[src/rtl/mc_ctrl_pkg.sv]
// Shared definitions for the multi-cycle control FSM: state encodings,
// decoded-class bit positions and exception codes.
package mc_ctrl_pkg;

   typedef enum logic [2:0] {
      ST_IF  = 3'd0,
      ST_ID  = 3'd1,
      ST_EXE = 3'd2,
      ST_MEM = 3'd3,
      ST_WB  = 3'd4,
      ST_EXC = 3'd5
   } state_e;

   localparam int CLS_MEM = 0;
   localparam int CLS_WB  = 1;
   localparam int CLS_BR  = 2;

   typedef enum logic [1:0] {
      EXC_NONE    = 2'd0,
      EXC_ILLEGAL = 2'd1,
      EXC_IF_TMO  = 2'd2,
      EXC_MEM_TMO = 2'd3
   } exc_code_e;

   function automatic logic is_onehot3(input logic [2:0] v);
      return (v == 3'b001) || (v == 3'b010) || (v == 3'b100);
   endfunction

endpackage

[src/rtl/mc_wait_timer.sv]
// Handshake wait counter: clears on clr, counts up on inc, and flags expire
// once it has reached TIMEOUT-1. With TIMEOUT=0 the counter is removed and
// expire is held low.
module mc_wait_timer #(
   parameter int TIMEOUT = 16,
   parameter int TMR_W   = $clog2(TIMEOUT + 1)
) (
   input  logic clk,
   input  logic resetn,
   input  logic clr,
   input  logic inc,
   output logic expire
);

   generate
      if (TIMEOUT == 0) begin : g_off
         logic unused_tie;
         assign unused_tie = clk | resetn | clr | inc;
         assign expire     = 1'b0;
      end else begin : g_on
         localparam int W = (TMR_W < 1) ? 1 : TMR_W;
         localparam logic [W-1:0] LAST = W'(TIMEOUT - 1);
         logic [W-1:0] cnt;

         // Wait count; holds at the threshold so it can never wrap.
         always_ff @(posedge clk or negedge resetn) begin
            if (!resetn)
               cnt <= '0;
            else if (clr)
               cnt <= '0;
            else if (inc && (cnt != LAST))
               cnt <= cnt + 1'b1;
         end

         assign expire = (cnt == LAST);
      end
   endgenerate

endmodule

[src/rtl/mc_ctrl_fsm.sv]
// Multi-cycle instruction sequencer: IF -> ID -> EXE -> (MEM) -> (WB), with
// variable-latency fetch/data handshakes, bounded-wait timeout, flush and
// illegal-class detection.
// Optional build macro MC_CTRL_PERF_CNT_EN adds perf_cycles/perf_retired.
//
// state | meaning
// IF    | fetch request outstanding, wait for if_ready
// ID    | decode / register read, validate class
// EXE   | execute; branch-only retires here
// MEM   | data access outstanding, wait for mem_ready
// WB    | register write-back, retire
// EXC   | one-cycle exception pulse, then refetch same PC
module mc_ctrl_fsm
   import mc_ctrl_pkg::*;
#(
   parameter int TIMEOUT = 16,
   parameter int TMR_W   = $clog2(TIMEOUT + 1),
   parameter int CNT_W   = 32
) (
   input  logic             clk,
   input  logic             resetn,
   input  logic [2:0]       inst_class,
   input  logic             is_load,
   input  logic             flush,
   input  logic             if_ready,
   input  logic             mem_ready,
   output logic             if_req,
   output logic             ir_we,
   output logic             id_en,
   output logic             alu_en,
   output logic             mem_req,
   output logic             mem_we,
   output logic             rf_we,
   output logic             pc_we,
   output logic             exc_valid,
   output logic [1:0]       exc_code,
   output logic [2:0]       state_o
`ifdef MC_CTRL_PERF_CNT_EN
   ,
   output logic [CNT_W-1:0] perf_cycles,
   output logic [CNT_W-1:0] perf_retired
`endif
);

   state_e    state_q;
   state_e    state_nxt;
   exc_code_e exc_code_q;
   exc_code_e exc_code_nxt;
   logic      wb_q;
   logic      pc_we_raw;
   logic      tmr_clr;
   logic      tmr_inc;
   logic      tmr_expire;

   // Re-entering a wait state (or flushing) restarts the wait count.
   assign tmr_clr = flush || (state_nxt != state_q);
   assign tmr_inc = ((state_q == ST_IF)  && !if_ready) ||
                    ((state_q == ST_MEM) && !mem_ready);

   mc_wait_timer #(
      .TIMEOUT (TIMEOUT),
      .TMR_W   (TMR_W)
   ) u_wait_timer (
      .clk    (clk),
      .resetn (resetn),
      .clr    (tmr_clr),
      .inc    (tmr_inc),
      .expire (tmr_expire)
   );

   // Next-state and retire decode; ready wins over timeout, flush wins over all.
   always_comb begin
      state_nxt    = state_q;
      exc_code_nxt = exc_code_q;
      pc_we_raw    = 1'b0;
      case (state_q)
         ST_IF: begin
            if (if_ready) begin
               state_nxt = ST_ID;
            end else if (tmr_expire) begin
               state_nxt    = ST_EXC;
               exc_code_nxt = EXC_IF_TMO;
            end
         end
         ST_ID: begin
            if (!is_onehot3(inst_class)) begin
               state_nxt    = ST_EXC;
               exc_code_nxt = EXC_ILLEGAL;
            end else begin
               state_nxt = ST_EXE;
            end
         end
         ST_EXE: begin
            if (inst_class[CLS_MEM]) begin
               state_nxt = ST_MEM;
            end else if (inst_class[CLS_WB]) begin
               state_nxt = ST_WB;
            end else begin
               state_nxt = ST_IF;
               pc_we_raw = inst_class[CLS_BR];
            end
         end
         ST_MEM: begin
            if (mem_ready) begin
               if (is_load) begin
                  state_nxt = ST_WB;
               end else begin
                  state_nxt = ST_IF;
                  pc_we_raw = 1'b1;
               end
            end else if (tmr_expire) begin
               state_nxt    = ST_EXC;
               exc_code_nxt = EXC_MEM_TMO;
            end
         end
         ST_WB: begin
            state_nxt = ST_IF;
            pc_we_raw = 1'b1;
         end
         ST_EXC: begin
            state_nxt = ST_IF;
         end
         default: begin
            state_nxt = ST_IF;
         end
      endcase
      if (flush) begin
         state_nxt    = ST_IF;
         exc_code_nxt = exc_code_q;
      end
   end

   // State register with Moore outputs registered from the next state.
   always_ff @(posedge clk or negedge resetn) begin
      if (!resetn) begin
         state_q    <= ST_IF;
         exc_code_q <= EXC_NONE;
         if_req     <= 1'b1;
         id_en      <= 1'b0;
         alu_en     <= 1'b0;
         mem_req    <= 1'b0;
         wb_q       <= 1'b0;
         exc_valid  <= 1'b0;
      end else begin
         state_q    <= state_nxt;
         exc_code_q <= exc_code_nxt;
         if_req     <= (state_nxt == ST_IF);
         id_en      <= (state_nxt == ST_ID);
         alu_en     <= (state_nxt == ST_EXE);
         mem_req    <= (state_nxt == ST_MEM);
         wb_q       <= (state_nxt == ST_WB);
         exc_valid  <= (state_nxt == ST_EXC);
      end
   end

   // Commit strobes are suppressed in a flush cycle.
   assign ir_we    = if_req && if_ready && !flush;
   assign pc_we    = pc_we_raw && !flush;
   assign rf_we    = wb_q && !flush;
   assign mem_we   = mem_req && !is_load;
   assign exc_code = exc_code_q;
   assign state_o  = state_q;

`ifdef MC_CTRL_PERF_CNT_EN
   // Free-running cycle count and retired-instruction count, both wrapping.
   always_ff @(posedge clk or negedge resetn) begin
      if (!resetn) begin
         perf_cycles  <= '0;
         perf_retired <= '0;
      end else begin
         perf_cycles <= perf_cycles + 1'b1;
         if (pc_we)
            perf_retired <= perf_retired + 1'b1;
      end
   end
`else
   logic [CNT_W-1:0] unused_cnt_w;
   assign unused_cnt_w = '0;
`endif

endmodule

[config.mk]
export PLATFORM = sky130hd
export DESIGN_NAME = mc_ctrl_fsm
export DESIGN_NICKNAME = d
export VERILOG_FILES = /design/src/rtl/mc_ctrl_pkg.sv /design/src/rtl/mc_wait_timer.sv /design/src/rtl/mc_ctrl_fsm.sv
export SDC_FILE = /design/constraint.sdc
export NUM_CORES = 1
export LEC_CHECK = 0
export CAP_MARGIN = 10
export CORE_UTILIZATION = 53
export DETAILED_ROUTE_END_ITERATION = 12
export PLACE_DENSITY_LB_ADDON = 0.3
export SLEW_MARGIN = 10
export SYNTH_ARGS = -nofsm -noshare
export SYNTH_HDL_FRONTEND = slang
export SYNTH_SLANG_ARGS = --single-unit
[constraint.sdc]
create_clock -name clk -period 2.93 [get_ports clk]
set_input_delay 0.586 -clock clk [delete_from_list [all_inputs] [get_ports clk]]
set_output_delay 0.586 -clock clk [all_outputs]
set_load 0.01 [all_outputs]
# --- Yosys cells after proc, flatten, opt, wreduce, memory -nomap -nowiden ---
# Index checks and enable logic that the tools add are counted.
op_classes:
  n_addsub: 1
  eq_ne: 20
  n_mux: 22
  n_bitwise: 1
  n_reduce_logical: 21
ops:
  columns: ["op", "count"]
  rows:
  - ["$mux 3", 8]
  - ["$eq 3x2->1 const B", 5]
  - ["$eq 3x3->1 const B", 4]
  - ["$pmux 3 s4", 1]
  - ["$mux 2", 5]
  - ["$mux 5", 2]
  - ["$ne 2x2->1 const B", 5]
  - ["$eq 3x1->1 const B", 3]
  - ["$logic_and 1x1->1", 8]
  - ["$reduce_and 7->1", 1]
  - ["$logic_not 3->1", 2]
  - ["$pmux 2 s3", 1]
  - ["$add 5x1->5 const B", 1]
  - ["$eq 5x4->1 const B", 1]
  - ["$ne 5x4->1 const B", 1]
  - ["$logic_not 1->1", 4]
  - ["$logic_or 1x1->1", 4]
  - ["$mux 1", 4]
  - ["$ne 3x3->1", 1]
  - ["$pmux 1 s3", 1]
  - ["$reduce_bool 3->1", 1]
  - ["$reduce_bool 2->1", 1]
  - ["$not 1->1", 1]
totals:
  reg_bits: 16
  inputBits: 9
  output_inout_bits: 14
  elab_cells: 74

# --- Longest topological paths before layout ---
# Gate-level depths: netlist of run 1.
depth:
  word_depth: 9
  mapped_depth: 8
  depth_no_buf: 8

# --- Modules after synthesis ---
# Synthesis of run 1 repeated with hierarchy kept, for this count alone.
unflattened:
  hier_cells: 104
  area_unflattened_um2: 991.0
modules_own_cells:
  columns: ["module", "instances", "cells_per_inst", "area_per_inst_um2", "seq_area_each_um2"]
  rows:
  - ["mc_ctrl_fsm", 1, 81, 730.7, 276.5]
  - ["mc_wait_timer", 1, 23, 260.2, 125.1]

# --- Least setup slack after synthesis of run 1 ---
# OpenSTA, ideal clock, no wires.
synth_timing:
  kind: "input to output"
  start: "input inst_class[0]"
  end: "output pc_we"
  t_arrival_ns: 1.418
  t_required_ns: 2.344
  path_slack_ns: 0.926
  cell_stages: 5
  n_path_buf: 1
  cell_sequence: "buf_4 > nor4b_1 > mux2i_1 > o32a_1 > nor2_1"
synth_between:
  elab_chain_len: 3
synth_rtl:
  columns: ["item", "line", "rtl"]
  rows:
  - ["start: declaration", "mc_ctrl_fsm.sv:22", "input logic [2:0] inst_class,"]
  - ["$mux 1", "mc_ctrl_fsm.sv:94", "if (inst_class[CLS_MEM]) begin"]
  - ["$pmux 1 s3", "mc_ctrl_fsm.sv:76", "case (state_q)"]
  - ["$logic_and 1x1->1", "mc_ctrl_fsm.sv:158", "assign pc_we = pc_we_raw && !flush;"]
  - ["end: declaration", "mc_ctrl_fsm.sv:34", "output logic pc_we,"]
# Every way passes these cells.

# --- Worst setup path after layout of run 1 ---
# Ends and elaborated chain as after synthesis.

==> run summary, run 1 <==
TritonCTS built the clock tree. The last weighted congestion value of the routability-driven placer was 0.8781. The number of flops mapped to enable cells by yosys is 0, and the static leakage is 0.5654 nW. After legalization and detailed placement, the total HPWL measured 1859 µm.

In this run the post-CTS setup repair buffer count came out at 0. The number of CTS-inserted buffers is 3. Yosys attributes the largest share of cell area to sky130_fd_sc_hd__dfrtp_1 (37%), sky130_fd_sc_hd__nor2_1 (5.5%), sky130_fd_sc_hd__mux2i_1 (2.9%), sky130_fd_sc_hd__dfstp_2 (2.6%), sky130_fd_sc_hd__inv_1 (2.6%). The cell at the root of the clock tree was sky130_fd_sc_hd__clkbuf_4.

The internal power contribution was 0.3943 mW; the height of the die was 45.95 µm. Net total in the final layout: 147. The cell count after synthesis came out at 108. The first routing iteration left 18 violations. In this run the biggest area consumer among cell types represents 36.67% of the synthesized area. The number of different library cells used by synthesis comes to 44. The run gives 0 as the final setup violation count.

The biggest area contributor in the post-synthesis netlist is sky130_fd_sc_hd__dfrtp_1. The final routed DRC violation total came out at 0. The run gives 0.1159 ns as the final worst-path setup slack. After layout, the minimum clock period comes to 2.814 ns. The share of total power dissipated in combinational logic is 28.9%.

The tools report the number of sinks on the clock net as 16. The total global routing track utilization is 28.30%, and the area added between synthesis and finish is 30.32%. The clock slew seen by the registers of the worst setup and hold paths was 0.10 ns; the number of hold buffers added after CTS was 0.

The worst clock skew was 0.005226 ns; the largest fanout on the critical path was 2. Buffers placed on the I/O ports in this run total 22. The clock latency reported for the late side of the worst-skew pair was 0.31 ns; the maximum achievable frequency was 0.3554 GHz.

Data arrives at the worst endpoint at 2.23 ns. The areal power density over the cells is 432.3 nW/µm². For the maximum root-to-sink buffer count, the log shows 2. Setup repair after global routing left no endpoint under its margin.

The final critical path takes up 96.05% of the cycle. Cells with a size suffix above 1 make up 16.30% of the layout. Headroom to the max-slew limit: 50.93%. The run finished with clean final reports.

Type of the tightest min-delay check: reg2reg. For the pin with the worst max-slew slack, the measured transition is 0.7338 ns. The number of levels in the clock H-tree came out at 1. In this run, the clock network consumes 27.1% of the power.

The via count of the first global-routing pass was 893; the net count of the mapped netlist was 119. The total number of yosys warnings was 0. The fraction of synthesis flops using an asynchronous set or reset pin is 100.0%, and the number of antenna violations at the first check in global routing is 0. The number of core rows came out at 15. The tools report the wire length after detailed routing as 2661 µm. A synthesized cell averages 9.477 µm². Entering global routing, the biggest net connects 18 pins.

Adding up every negative setup slack in the final design gives 0 ns. The total I/O pin count is 23, and the first-pass GRT wire length is 4071 µm. Summing every instance area after synthesis gives 1023 µm². The repair_antennas step left the layout with diodes totalling 0.

The most used flip-flop cell after synthesis was sky130_fd_sc_hd__dfrtp_1. The tools report the max capacitance violation total as 0. Using the TritonRoute via totals, the vias-per-cell ratio works out to 6.006.

The initial utilization of the core area, before any placement, comes to 58.01%. The number of pins with negative max-slew slack in the final report was 0. The detail route stage leaves a number of antenna-violating nets equal to 0.

At the placement stage, the worst setup path has a slack of 0.08287 ns. Total design power: 0.5766 mW. The sum of overflow across all layers after global routing is 0. The final route contains 961 vias. The tools report the nature of the critical path startpoint as a primary input. The tightest hold path in the finished design has a slack of 0.5510 ns.

The critical path is of the in2out type. The die footprint was 2111 µm²; the switching fraction of total power was 31.62%. From left edge to right edge, the die measures 45.95 µm. The run gives 44.0% as the sequential share of power. Cells fill 75.60% of the core in the end. The number of failing hold endpoints at the final stage is 0, and the worst endpoint required time is 2.34 ns. Dividing the detail-routed wire length by the instance count gives 16.63 µm. The run gives 4 as the first-pass iteration count of the detailed router. The run gives 1764 µm² as the core box area.

The number of storage elements in the synthesis netlist works out to 16. Sequential elements use 39.24% of the synthesized area. In this run the power spent charging and discharging nets is 0.1823 mW.

Kind of end point of the critical path: an output pin. The peak ir drop on the vdd network is 319.2 µV. The number of resized instances in the post-cts repair step came out at 0.
placed cells by master (no fill, tap or decap), types with 4 or more instances in the layout:
cell type,instances
sky130_fd_sc_hd__or2_2,4
sky130_fd_sc_hd__nor2_1,15
sky130_fd_sc_hd__nor3_1,5
sky130_fd_sc_hd__buf_4,6
sky130_fd_sc_hd__inv_1,7
sky130_fd_sc_hd__dfrtp_1,15
sky130_fd_sc_hd__clkdlybuf4s50_1,22
path summary, 6_finish.rpt:
| path | from | end | slack, ns | cells after the start |
|---|---|---|---|---|
| max | inst_class[0] | pc_we | 0.12 | 6 |
| min in group asynchronous | resetn | u_wait_timer.g_on.cnt[2] | 0.70 | 1 |
| min reg2reg | u_wait_timer.g_on.cnt[3] | u_wait_timer.g_on.cnt[3] | 0.55 | 2 |
| max in group asynchronous | resetn | wb_q | 1.76 | 1 |
| min | u_wait_timer.g_on.cnt[3] | u_wait_timer.g_on.cnt[3] | 0.55 | 2 |
| max reg2reg | u_wait_timer.g_on.cnt[0] | if_req | 0.63 | 7 |
state kept, by name, summed over array words and instances (netlist names):
name                   flops
exc_code                   2
exc_valid                  1
wb_q                       1
u_wait_timer.g_on.cnt      5
state_o                    3
alu_en                     1
mem_req                    1
if_req                     1
id_en                      1
Yosys cell counts (all sizes together), types with 2 or more instances:
master / count
a211oi: 4
a21oi: 2
and3: 2
buf: 4
dfrtp: 15
ha: 2
inv: 7
mux2i: 3
nand2b: 2
nand3: 2
nand3b: 2
nor2: 15
nor2b: 3
nor3: 5
nor4: 4
nor4b: 3
o211ai: 3
o21ai: 3
or2: 4
xor2: 3
metrics by stage:
stage / cell area, µm² / std cells
finish: 1334 / 160
global route: 1334 / 160
CTS: 1328 / 160
detailed placement: 1291 / 156
global placement: 1291 / 156
floorplan: 1023 / 108
critical path, stage by stage:
cell and delay [ns]:
sky130_fd_sc_hd__clkdlybuf4s50_1 0.43, sky130_fd_sc_hd__nor4b_2 0.26, sky130_fd_sc_hd__mux2i_1 0.12, sky130_fd_sc_hd__o32a_1 0.19, sky130_fd_sc_hd__nor2_1 0.10, sky130_fd_sc_hd__clkdlybuf4s50_1 0.54
cells by family after synthesis:
group	share of synthesized area (%)
and+or+nand+nor	30.56
AOI/OAI and AO/OA	14.91
muxes	4.034
xor gates and xnor gates	3.424
DFF	39.24
buffers and inverters	5.379
adders and majority gates	2.445
cell type report:
type                       instances  area (µm²)
clock buffer                       4       36.28
tap                               25       31.28
timing repair buffer              28       265.3
fill                             135       430.4
multi-input combinational         80       573.1
sequential                        16       401.6
inverter                           7       26.28
metal layers:
layer	up-vias	part of all wire (%)	global-route usage [%]
met3	7	5.0	5.556
met2	30	53	48.73
met1	472	39	33.50
li1	452	-	-
met5	-	0	0
met4	0	2.2	12.94
power groups by stage:
stage               combinational [mW]  clock [mW]  sequential [mW]
finish                           0.167       0.156            0.253
floorplan                       0.0909           0            0.257
global placement                 0.156           0            0.256
CTS                              0.165       0.160            0.253
detailed placement               0.162           0            0.257
global route                     0.180       0.163            0.255
Note: power is estimated with default switching activity, not from simulation.
==> run 2, diff against run 1 <==
Clock period 2.93 ns to 3.5 ns, I/O delays scaled along.
==> run 2 against run 1 <==
Compared with the run above:
- first-iteration DRC count rose by 28%
- clock skew rose by 0.0070 ns
- routed wire length fell by 15%
- largest power group unchanged
- clock-buffer cell count did not move
- critical path type unchanged
- sequential share of layout area rose by 1.2 points
- register-to-register slack improved by 0.69 ns
- global-route usage fell by 3.2 points
- cell count fell by 3.8%
- cell area fell by 3.8%
- flip-flop and latch count did not move
==> run summary, run 2 (synthesis gave the netlist of run 1 again) <==
Wire length after detailed routing: 2270 µm (-15%). The largest fanout on the critical path is 8 (+6). Relative to the synthesized area, the layout overhead comes to 25.31%. The logs give 0 (unchanged) for the number of failing hold endpoints at the final stage and 0.01226 ns (+0.007031 ns) for the worst clock skew.

The port buffer count came out at 22 (unchanged). The slowest cell on the critical path is sky130_fd_sc_hd__clkdlybuf4s50_1. The worst endpoint required time was 2.80 ns (+0.46 ns).

The terminus of the critical flop-to-flop path was if_req. Static timing analysis puts the maximum clock frequency at 0.3103 GHz. The run gives 566.8 µm² (-1.1%) as the total area of multi-input combinational cells. Setup repair after global routing left no endpoint under its margin.

For the headroom to the max-slew limit, the log shows 53.01% (+2.1 points). The areal power density over the cells came out at 362.1 nW/µm² (-16%). After layout, the worst path uses 92.07% of the clock period. The tools report the count of routing violations after the opening detailed-route iteration as 23 (+5). The min-delay analysis places its worst path in the category reg2reg. The critical path goes through clkdlybuf4s50_1, nor4b_1, mux2i_1, o32a_1, nor2_1, clkdlybuf4s50_1. The critical path is of the in2out type.

The height of the die works out to 45.95 µm (unchanged). On the critical path the largest part of the delay comes from buffers and inverters. The overall die width is 45.95 µm (unchanged), and the die footprint is 2111 µm² (unchanged).

Number of CTS-inserted buffers: 3 (unchanged). The flip-flop and latch area is 401.6 µm² (unchanged), and the proportion of layout cells with a drive suffix above 1 is 11.63% (-4.7 points). The sink of the worst hold path was u_wait_timer.g_on.cnt[1]. The final-layout setup total negative slack is 0 ns (unchanged), and the setup slack of the worst register-to-register path is 1.32 ns (+0.69 ns).

In the layout the commonest cells are sky130_fd_sc_hd__clkdlybuf4s50_1 (22), sky130_fd_sc_hd__nor2_1 (15), sky130_fd_sc_hd__dfrtp_1 (15). The number of hold buffers added after CTS came out at 0 (unchanged). The maximum root-to-sink buffer count is 2 (unchanged), and the net total in the final layout is 141 (-4.1%). STA classifies the critical path endpoint as an output pin. The count of fill cells added during filler insertion is 146 (+8.1%), and the total via count after detailed routing is 928 (-3.4%).

The ratio of routed vias to standard cells was 6.026 (+0.33%); the initial core utilization was 58.01% (unchanged). For the max capacitance violation total, the log shows 0 (unchanged). Ranked by flip-flop count, first place goes to u_wait_timer.g_on.cnt. The logs give 0 (unchanged) for the number of antenna violations at the first check in global routing and 0.5337 nW (-5.6%) for the static leakage.

For the first-pass GRT wire length, the log shows 3705 µm (-9.0%). The critical path buffer and inverter count is 2 (unchanged), and the worst stage delay on the critical path is 0.54 ns (about the same). For the largest net degree at the start of global routing, the log shows 18 (unchanged). The logs give 1 (unchanged) for the number of levels in the clock H-tree and 0 (unchanged) for the final routed DRC violation total.

Number of post-CTS setup repair buffers: 0 (unchanged). CTS placed an instance of sky130_fd_sc_hd__clkbuf_4 at the clock tree root. The via count of the first global-routing pass was 834 (-6.6%); the average wire length per cell after detail routing was 14.74 µm (-11%).

The critical path data arrival time came out at 2.52 ns (+0.29 ns). Clock slew seen by the registers of the worst setup and hold paths: 0.09 ns (about the same). The last weighted congestion value of the routability-driven placer is 0.8915 (+1.5%). Startpoint of the most critical register-to-register path: u_wait_timer.g_on.cnt[0]. The worst reg2reg path depth works out to 7 (unchanged).

TritonCTS built the clock tree. The logs give 25.12% (-3.2 points) for the total global routing track utilization and 15 (unchanged) for the number of core rows. Among the stages of the critical path, the cell type that occurs most often is sky130_fd_sc_hd__clkdlybuf4s50_1. The transition time at the pin with the least slew margin was 0.7026 ns (-0.03123 ns). The run finished with clean final reports.

The peak ir drop on the vdd network came out at 336.5 µV (+5.4%). The startpoint identified for the worst hold timing path is u_wait_timer.g_on.cnt[1]. The most frequent standard cell in the layout excluding fill and tap cells is sky130_fd_sc_hd__clkdlybuf4s50_1. The run gives 4 (unchanged) as the first-pass iteration count of the detailed router.

The count of nets left with antenna violations after detail routing was 0 (unchanged); the final setup violation count was 0 (unchanged). The logs give 0 (unchanged) for the antenna cell count and 0 (unchanged) for the number of resized instances in the post-cts repair step. The tools report the share of the core filled with cells in the final layout as 72.70% (-2.9 points).

The number of instances on the worst hold path was 2 (unchanged). The flip-flop count of the largest register after layout was 5 (unchanged); the total I/O pin count was 23 (unchanged). STA classifies the critical path startpoint as a primary input. The post-DP HPWL came out at 1662 µm (-11%). The tools report the sum of overflow across all layers after global routing as 0 (unchanged).

The core box area is 1764 µm² (unchanged), and the clock latency reported for the late side of the worst-skew pair is 0.29 ns (-0.02 ns). The number of sinks on the clock net is 16 (unchanged). Counting I/O delays and the setup requirement, the final critical path takes 3.223 ns. The number of pins with negative max-slew slack in the final report was 0 (unchanged).
## run 2: area by class of cell
type / count / share of cell area, %
repair buffers: 22 / 17.17
flip-flops and latches: 16 / 31.32
inverters: 7 / 2.049
clock buffers: 4 / 2.829
well taps: 25 / 2.439
multi-input cells: 80 / 44.20
## run 2: worst reg2reg max path: stages (launching register included)
cell and delay [ns]:
sky130_fd_sc_hd__dfrtp_1 0.42, sky130_fd_sc_hd__ha_1 0.22, sky130_fd_sc_hd__and3_1 0.18, sky130_fd_sc_hd__ha_1 0.27, sky130_fd_sc_hd__mux2i_1 0.15, sky130_fd_sc_hd__o32ai_1 0.17, sky130_fd_sc_hd__or2_2 0.34, sky130_fd_sc_hd__o41ai_1 0.32
## run 2: metal layers
layer	track usage, %	part of all wire [%]	vias up
met4	12.94	1.6	0
met1	30.60	42	450
met3	3.175	5.0	6
met2	42.82	51	35
met5	0	0	-
li1	-	-	437
## run 2: how the worst max path moves through the flow
stage | from | to | slack, ns | depth (start not counted)
floorplan | inst_class[0] | pc_we | 1.27 | 5
global placement | inst_class[0] | pc_we | 0.35 | 6
detailed placement | inst_class[0] | pc_we | 0.32 | 6
CTS | inst_class[0] | pc_we | 0.30 | 6
global route | inst_class[0] | pc_we | 0.19 | 6
finish | inst_class[0] | pc_we | 0.28 | 6
## run 2: per-stage QoR
| step | hold slack [ns] | setup slack, ns | cells | cell area [µm²] | power (mW) |
|---|---|---|---|---|---|
| 2_1_floorplan | 0.4044 | 1.268 | 108 | 1023 | 0.2914 |
| 3_3_place_gp | 0.5268 | 0.3480 | 150 | 1246 | 0.3390 |
| 3_5_place_dp | 0.5479 | 0.3180 | 150 | 1246 | 0.3429 |
| 4_1_cts | 0.5697 | 0.2994 | 154 | 1282 | 0.4649 |
| 5_1_grt | 0.5887 | 0.1882 | 154 | 1282 | 0.4870 |
| 6_report | 0.5656 | 0.2775 | 154 | 1282 | 0.4644 |
## run 2: power breakdown
group / internal, mW / switching, mW / leakage (nW)
clock: 0.0633 / 0.0604 / 0.0210
combinational: 0.0628 / 0.0617 / 0.296
sequential: 0.198 / 0.0178 / 0.217
total: 0.324 / 0.140 / 0.534
==> run 3, diff against run 2 <==
Settings changed: CTS_CLUSTER_SIZE from default to 28.
==> results of run 3 <==
Final layout, timing and power as in run 2 (identical DEF).
